$ cat config.mk
export PLATFORM = sky130hd
export DESIGN_NAME = relu_maxpool2x2
export DESIGN_NICKNAME = d
export VERILOG_FILES = /design/src/rtl/relu_maxpool2x2.sv
export SDC_FILE = /design/constraint.sdc
export NUM_CORES = 1
export LEC_CHECK = 0
export ABC_AREA = 1
export CAP_MARGIN = 25
export CORE_MARGIN = 5
export CORE_UTILIZATION = 35
export CTS_BUF_LIST = sky130_fd_sc_hd__clkbuf_4 sky130_fd_sc_hd__clkbuf_8
export DETAILED_ROUTE_END_ITERATION = 8
export HOLD_SLACK_MARGIN = 0.15
export MAX_ROUTING_LAYER = met4
export PLACE_DENSITY = 0.55
export SLEW_MARGIN = 25
export SYNTH_ARGS = -nofsm -noshare
export SYNTH_HDL_FRONTEND = slang
export SYNTH_SLANG_ARGS = --single-unit
export TNS_END_PERCENT = 5
$ cat constraint.sdc
create_clock -name i_clk -period 3.8 [get_ports i_clk]
set_input_delay 0.38 -clock i_clk [delete_from_list [all_inputs] [get_ports i_clk]]
set_output_delay 0.38 -clock i_clk [all_outputs]
set_load 0.05 [all_outputs]
$ cat src/rtl/relu_maxpool2x2.sv
// ReLU + shift/saturate requantization followed by 2x2 stride-2 max-pooling of a raster stream.
// Pooled bytes are written to consecutive destination addresses starting at a latched base.
module relu_maxpool2x2 #(
    parameter int ACC_W  = 16,
    parameter int IMG_W  = 26,
    parameter int IMG_H  = 26,
    parameter int SHIFT  = 0,
    parameter int ADDR_W = 10
) (
    input  logic              i_clk,
    input  logic              i_rst_n,
    input  logic              i_start,
    input  logic [ADDR_W-1:0] i_dst_start_addr,
    input  logic              i_valid,
    output logic              o_ready,
    input  logic [ACC_W-1:0]  i_data,
    output logic              o_wr_en,
    output logic [ADDR_W-1:0] o_wr_addr,
    output logic [7:0]        o_wr_data,
    output logic              o_busy,
    output logic              o_done
);
    // state | meaning
    // IDLE  | waiting for i_start
    // RUN   | accepting pixels, one per cycle when i_valid
    // DONE  | one-cycle o_done pulse, then back to IDLE
    typedef enum logic [1:0] {IDLE, RUN, DONE} state_t;

    localparam int CW  = $clog2(IMG_W + 1);
    localparam int RW  = $clog2(IMG_H + 1);
    localparam int LBN = (IMG_W / 2 > 0) ? IMG_W / 2 : 1;
    localparam int KW  = ($clog2(LBN) > 0) ? $clog2(LBN) : 1;

    state_t            state_q;
    logic [CW-1:0]     c_q;
    logic [RW-1:0]     r_q;
    logic [7:0]        h_q;
    logic [ADDR_W-1:0] addr_q;
    logic              wr_en_q;
    logic [ADDR_W-1:0] wr_addr_q;
    logic [7:0]        wr_data_q;
    logic [7:0]        lb_q [LBN];

    logic              accept;
    logic [ACC_W-1:0]  shifted;
    logic [7:0]        pix_y;
    logic [7:0]        hmax;
    logic [7:0]        pool_max;
    logic [KW-1:0]     k;
    logic              last_col;
    logic              last_pix;

    assign accept   = (state_q == RUN) && i_valid;
    assign shifted  = i_data >> SHIFT;
    assign k        = KW'(c_q >> 1);
    assign last_col = (c_q == CW'(IMG_W - 1));
    assign last_pix = last_col && (r_q == RW'(IMG_H - 1));

    // Sign bit set means negative: ReLU clamps to zero before the shift matters.
    always_comb begin
        pix_y = shifted[7:0];
        if (i_data[ACC_W-1]) begin
            pix_y = 8'd0;
        end else if (shifted > ACC_W'(255)) begin
            pix_y = 8'hFF;
        end
    end

    assign hmax     = (h_q > pix_y) ? h_q : pix_y;
    assign pool_max = (lb_q[k] > hmax) ? lb_q[k] : hmax;

    always_ff @(posedge i_clk or negedge i_rst_n) begin
        if (!i_rst_n) begin
            state_q   <= IDLE;
            c_q       <= '0;
            r_q       <= '0;
            h_q       <= '0;
            addr_q    <= '0;
            wr_en_q   <= 1'b0;
            wr_addr_q <= '0;
            wr_data_q <= '0;
        end else begin
            wr_en_q <= 1'b0;
            case (state_q)
                IDLE: begin
                    if (i_start) begin
                        state_q <= RUN;
                        addr_q  <= i_dst_start_addr;
                        c_q     <= '0;
                        r_q     <= '0;
                    end
                end
                RUN: begin
                    if (accept) begin
                        if (!c_q[0]) begin
                            h_q <= pix_y;
                        end else if (r_q[0]) begin
                            wr_en_q   <= 1'b1;
                            wr_addr_q <= addr_q;
                            wr_data_q <= pool_max;
                            addr_q    <= addr_q + 1'b1;
                        end
                        if (last_col) begin
                            c_q <= '0;
                            r_q <= r_q + 1'b1;
                        end else begin
                            c_q <= c_q + 1'b1;
                        end
                        if (last_pix) begin
                            state_q <= DONE;
                        end
                    end
                end
                DONE:    state_q <= IDLE;
                default: state_q <= IDLE;
            endcase
        end
    end

    // Line buffer contents are don't-care after reset, so it carries no reset.
    always_ff @(posedge i_clk) begin
        if (accept && c_q[0] && !r_q[0]) begin
            lb_q[k] <= hmax;
        end
    end

    assign o_ready   = (state_q == RUN);
    assign o_busy    = (state_q == RUN);
    assign o_done    = (state_q == DONE);
    assign o_wr_en   = wr_en_q;
    assign o_wr_addr = wr_addr_q;
    assign o_wr_data = wr_data_q;
endmodule

==> results.toml <==
[sta]
hold_viol_final = 0
slew_headroom_pct = 48.97
timing.fmax_mhz = 294.6
finClkSkew_ns = 0.01016
final_max_slew_viol_count = 0
tightest_slew_ns = 0.7626
min_period_ns = 3.394
setup_viol = 0
setup_ws_ns = 0.4055
holdWs_ns = 0.3980
min_period_over_period_pct = 89.33
rsz0062_at_grt = "false"

[final_layout]
fin_nets = 954
finalNonFillerCells = 1191
syn2layout_area_growth_pct = 19.36
fin_util_pct = 42.12
stdcell_area_um2 = 8770
diodes = 0
drive_gt1_share_pct = 10.04

[floorplanning]
io_pins = 52
die_w_um = 154.9
dieArea_um2 = 23990
coreArea_um2 = 20820
start_util_pct = 35.28
die_h_um = 154.9
rows = 53

[worst_setup_path]
endpoint_kind = "flip-flop"
max_stage_delay_ns = 0.48
critPathTopFamily = "simple AND/OR/NAND/NOR gates"
cp.required_ns = 4.16
reg2regPathDepth = 18
reg2reg_from = "h_q[7]"
crit_top_cell = "nand2_1"
r2r_slack_ns = 0.92
worstPathArrival_ns = 3.75
path_depth = 26
endpoint = "o_wr_data[6]"
worstSetupPathType = "input pin to flip-flop"
r2r-end = "o_wr_data[6]"
cp.buffers_inverters = 6
startpoint_type = "input pin"
cp_max_fo = 8
crit_slowest_cell = "clkdlybuf4s50_1"
critPathLaunch = "i_data[15]"

[power]
p_seq_share_pct = 35.4
leakage_nw = 3.953
pwr-share-comb_pct = 46.2
p_clk_share_pct = 18.3
power.internal_mw = 3.710
power_density_nw_per_um2 = 756.2
peakVddDrop_mv = 0.3020
netSwitchingFraction_pct = 44.06
power.switching_mw = 2.922

[logic_synthesis]
synth.net_count = 868
ys_warn_count = 0
ys_async_sr_fraction_pct = 32.03
yosysTopAreaCell = "edfxtp_1"
synth_edf_count = 104
ys_ff_latch = 153
synth_ff_type = "edfxtp_1"
syn_area_um2 = 7347
yosys-top-cells-area = "edfxtp_1, nand2_1, dfrtp_1, ha_1, nor2_1"
synth_top_area_share_pct = 42.51
synth_area_per_cell_um2 = 8.993
synth_cell_type_count = 39
syn_inst = 817
seq_area_frac_synth_pct = 59.20

[placed_design]
place_hpwl_mm = 11.34
routabilityCongestion = 0.7730
place_inst = 1158
placed_cell_area_um2 = 8374
port_buffers = 51
place_ws_ns = -0.07746

[run_status]
outcome = "complete, no violations"

[clocking]
tritoncts = "built"
cts_buffer_depth = 2
clockRootBuffer = "clkbuf_8"
h-tree-depth = 4
cts_buffers = 17
cts.clk_slew.worst_paths_ns = 0.09
cts_sinks = 153
clk_latency_ns = 0.46
postCtsSetupBuffers = 0
cts_resized = 0

[run]
maxCapViolations = 0

[global_route]
grt_pass1_wl_mm = 27.66
gr-total-overflow = 0
grt_max_degree = 53
grt_pass1_vias = 5378
antenna_found_initial = 0
track_usage_pct = 15.25

[drt]
routedWlPerCell_um = 14.28
routed_wl_mm = 17.00
drt-pass1-iter-count = 4
antenna_left = 0
viasPerCell = 4.558
vias = 5428
drtIter0Drc = 228
drc_errors = 0

[min_path]
min_path_type = "input pin to async pin"
final cells by class:
class	instances	area, µm²
multi-input cells	579	2634
clock inverters	13	136.4
fillers	2048	12050
flip-flops and latches	153	4349
clock buffers	19	249.0
inverters	60	229.0
repair buffers	92	828.3
well taps	275	344.1
registers in the layout (all words and copies together) (netlist names):
signal     count
addr_q        10
c_q            5
o_wr_en        1
lb_q         104
state_q        2
r_q            5
o_wr_addr     10
h_q            8
o_wr_data      8
power groups by stage:
stage                     Clock [mW]  Sequential [mW]  Combinational [mW]
after floorplan                    0             2.67                1.77
after global placement             0             2.38                3.09
after detailed placement           0             2.38                3.11
after CTS                       1.25             2.35                3.12
after global routing            1.32             2.38                3.47
final                           1.22             2.35                3.07
through the flow:
stage	setup TNS [ns]	total power [mW]
5_1_grt	0	7.169
3_3_place_gp	-0.4327	5.474
4_1_cts	0	6.722
6_report	0	6.632
2_1_floorplan	0	4.442
3_5_place_dp	-0.5598	5.491
cell usage after synthesis (3+ instances only):
cell type	instances
dfrtp_1	49
o21ai_0	23
nor2_1	67
nand2_1	364
a31oi_1	4
o22ai_1	4
buf_2	15
inv_1	52
nand4_1	3
inv_2	6
ha_1	21
nor3_1	4
edfxtp_1	104
a21oi_1	25
o31ai_1	3
nand3_1	34
xor2_1	5
clkbuf_1	5
cells in the final DEF (no fill, tap or decap), types with 2 or more instances in the layout:
master / n
inv_8: 2
inv_1: 52
o31ai_1: 3
clkbuf_8: 17
buf_4: 39
o22ai_1: 4
nand2_1: 364
xor2_1: 5
nor2_1: 67
nand4_1: 3
clkinvlp_4: 3
clkbuf_4: 2
nand2_4: 2
edfxtp_1: 104
nand3_1: 34
nand2_2: 2
ha_1: 21
clkinv_4: 2
a21oi_1: 25
o21ai_0: 23
clkdlybuf4s50_1: 50
a31oi_1: 4
inv_2: 6
o21ai_1: 2
o21bai_1: 2
nor2_4: 2
nor3_1: 4
dfrtp_1: 49
inv_6: 5
a22oi_1: 2
logic make-up (layout without fill, tap and decap cells):
logic type,Yosys count,after routing,share of synthesized area (%)
AOI/OAI and AO/OA,70,70,5.347
DFF,153,153,59.20
and+or+nand+nor,483,483,26.33
xor gates and xnor gates,5,5,0.5960
adders and majority gates,21,21,3.576
buffers and inverters,85,184,4.956
repair_timing:
item / in CTS / in global routing
setup endpoints to repair: 0 / 0
hold buffers: 1 / 0
hold endpoints to repair: 18 / 0
per-layer routing:
layer | GRT usage [%] | up-vias | share of wire (%)
met5 | - | - | 0
met4 | 4.668 | 0 | 1.6
met3 | 3.115 | 27 | 3.9
met2 | 24.87 | 101 | 48
met1 | 19.25 | 2473 | 46
li1 | - | 2827 | -
how the worst min path moves through the flow:
stage,from,end,slack (ns),cells after the start
3_5_place_dp,i_rst_n,o_wr_en,0.38,1
3_3_place_gp,i_rst_n,r_q[2],0.37,1
2_1_floorplan,i_rst_n,addr_q[0],0.08,0
6_report,i_rst_n,state_q[1],0.40,2
4_1_cts,i_rst_n,o_wr_en,0.40,2
5_1_grt,i_rst_n,state_q[1],0.44,2
No activity file was read; power rests on OpenSTA's default activity.
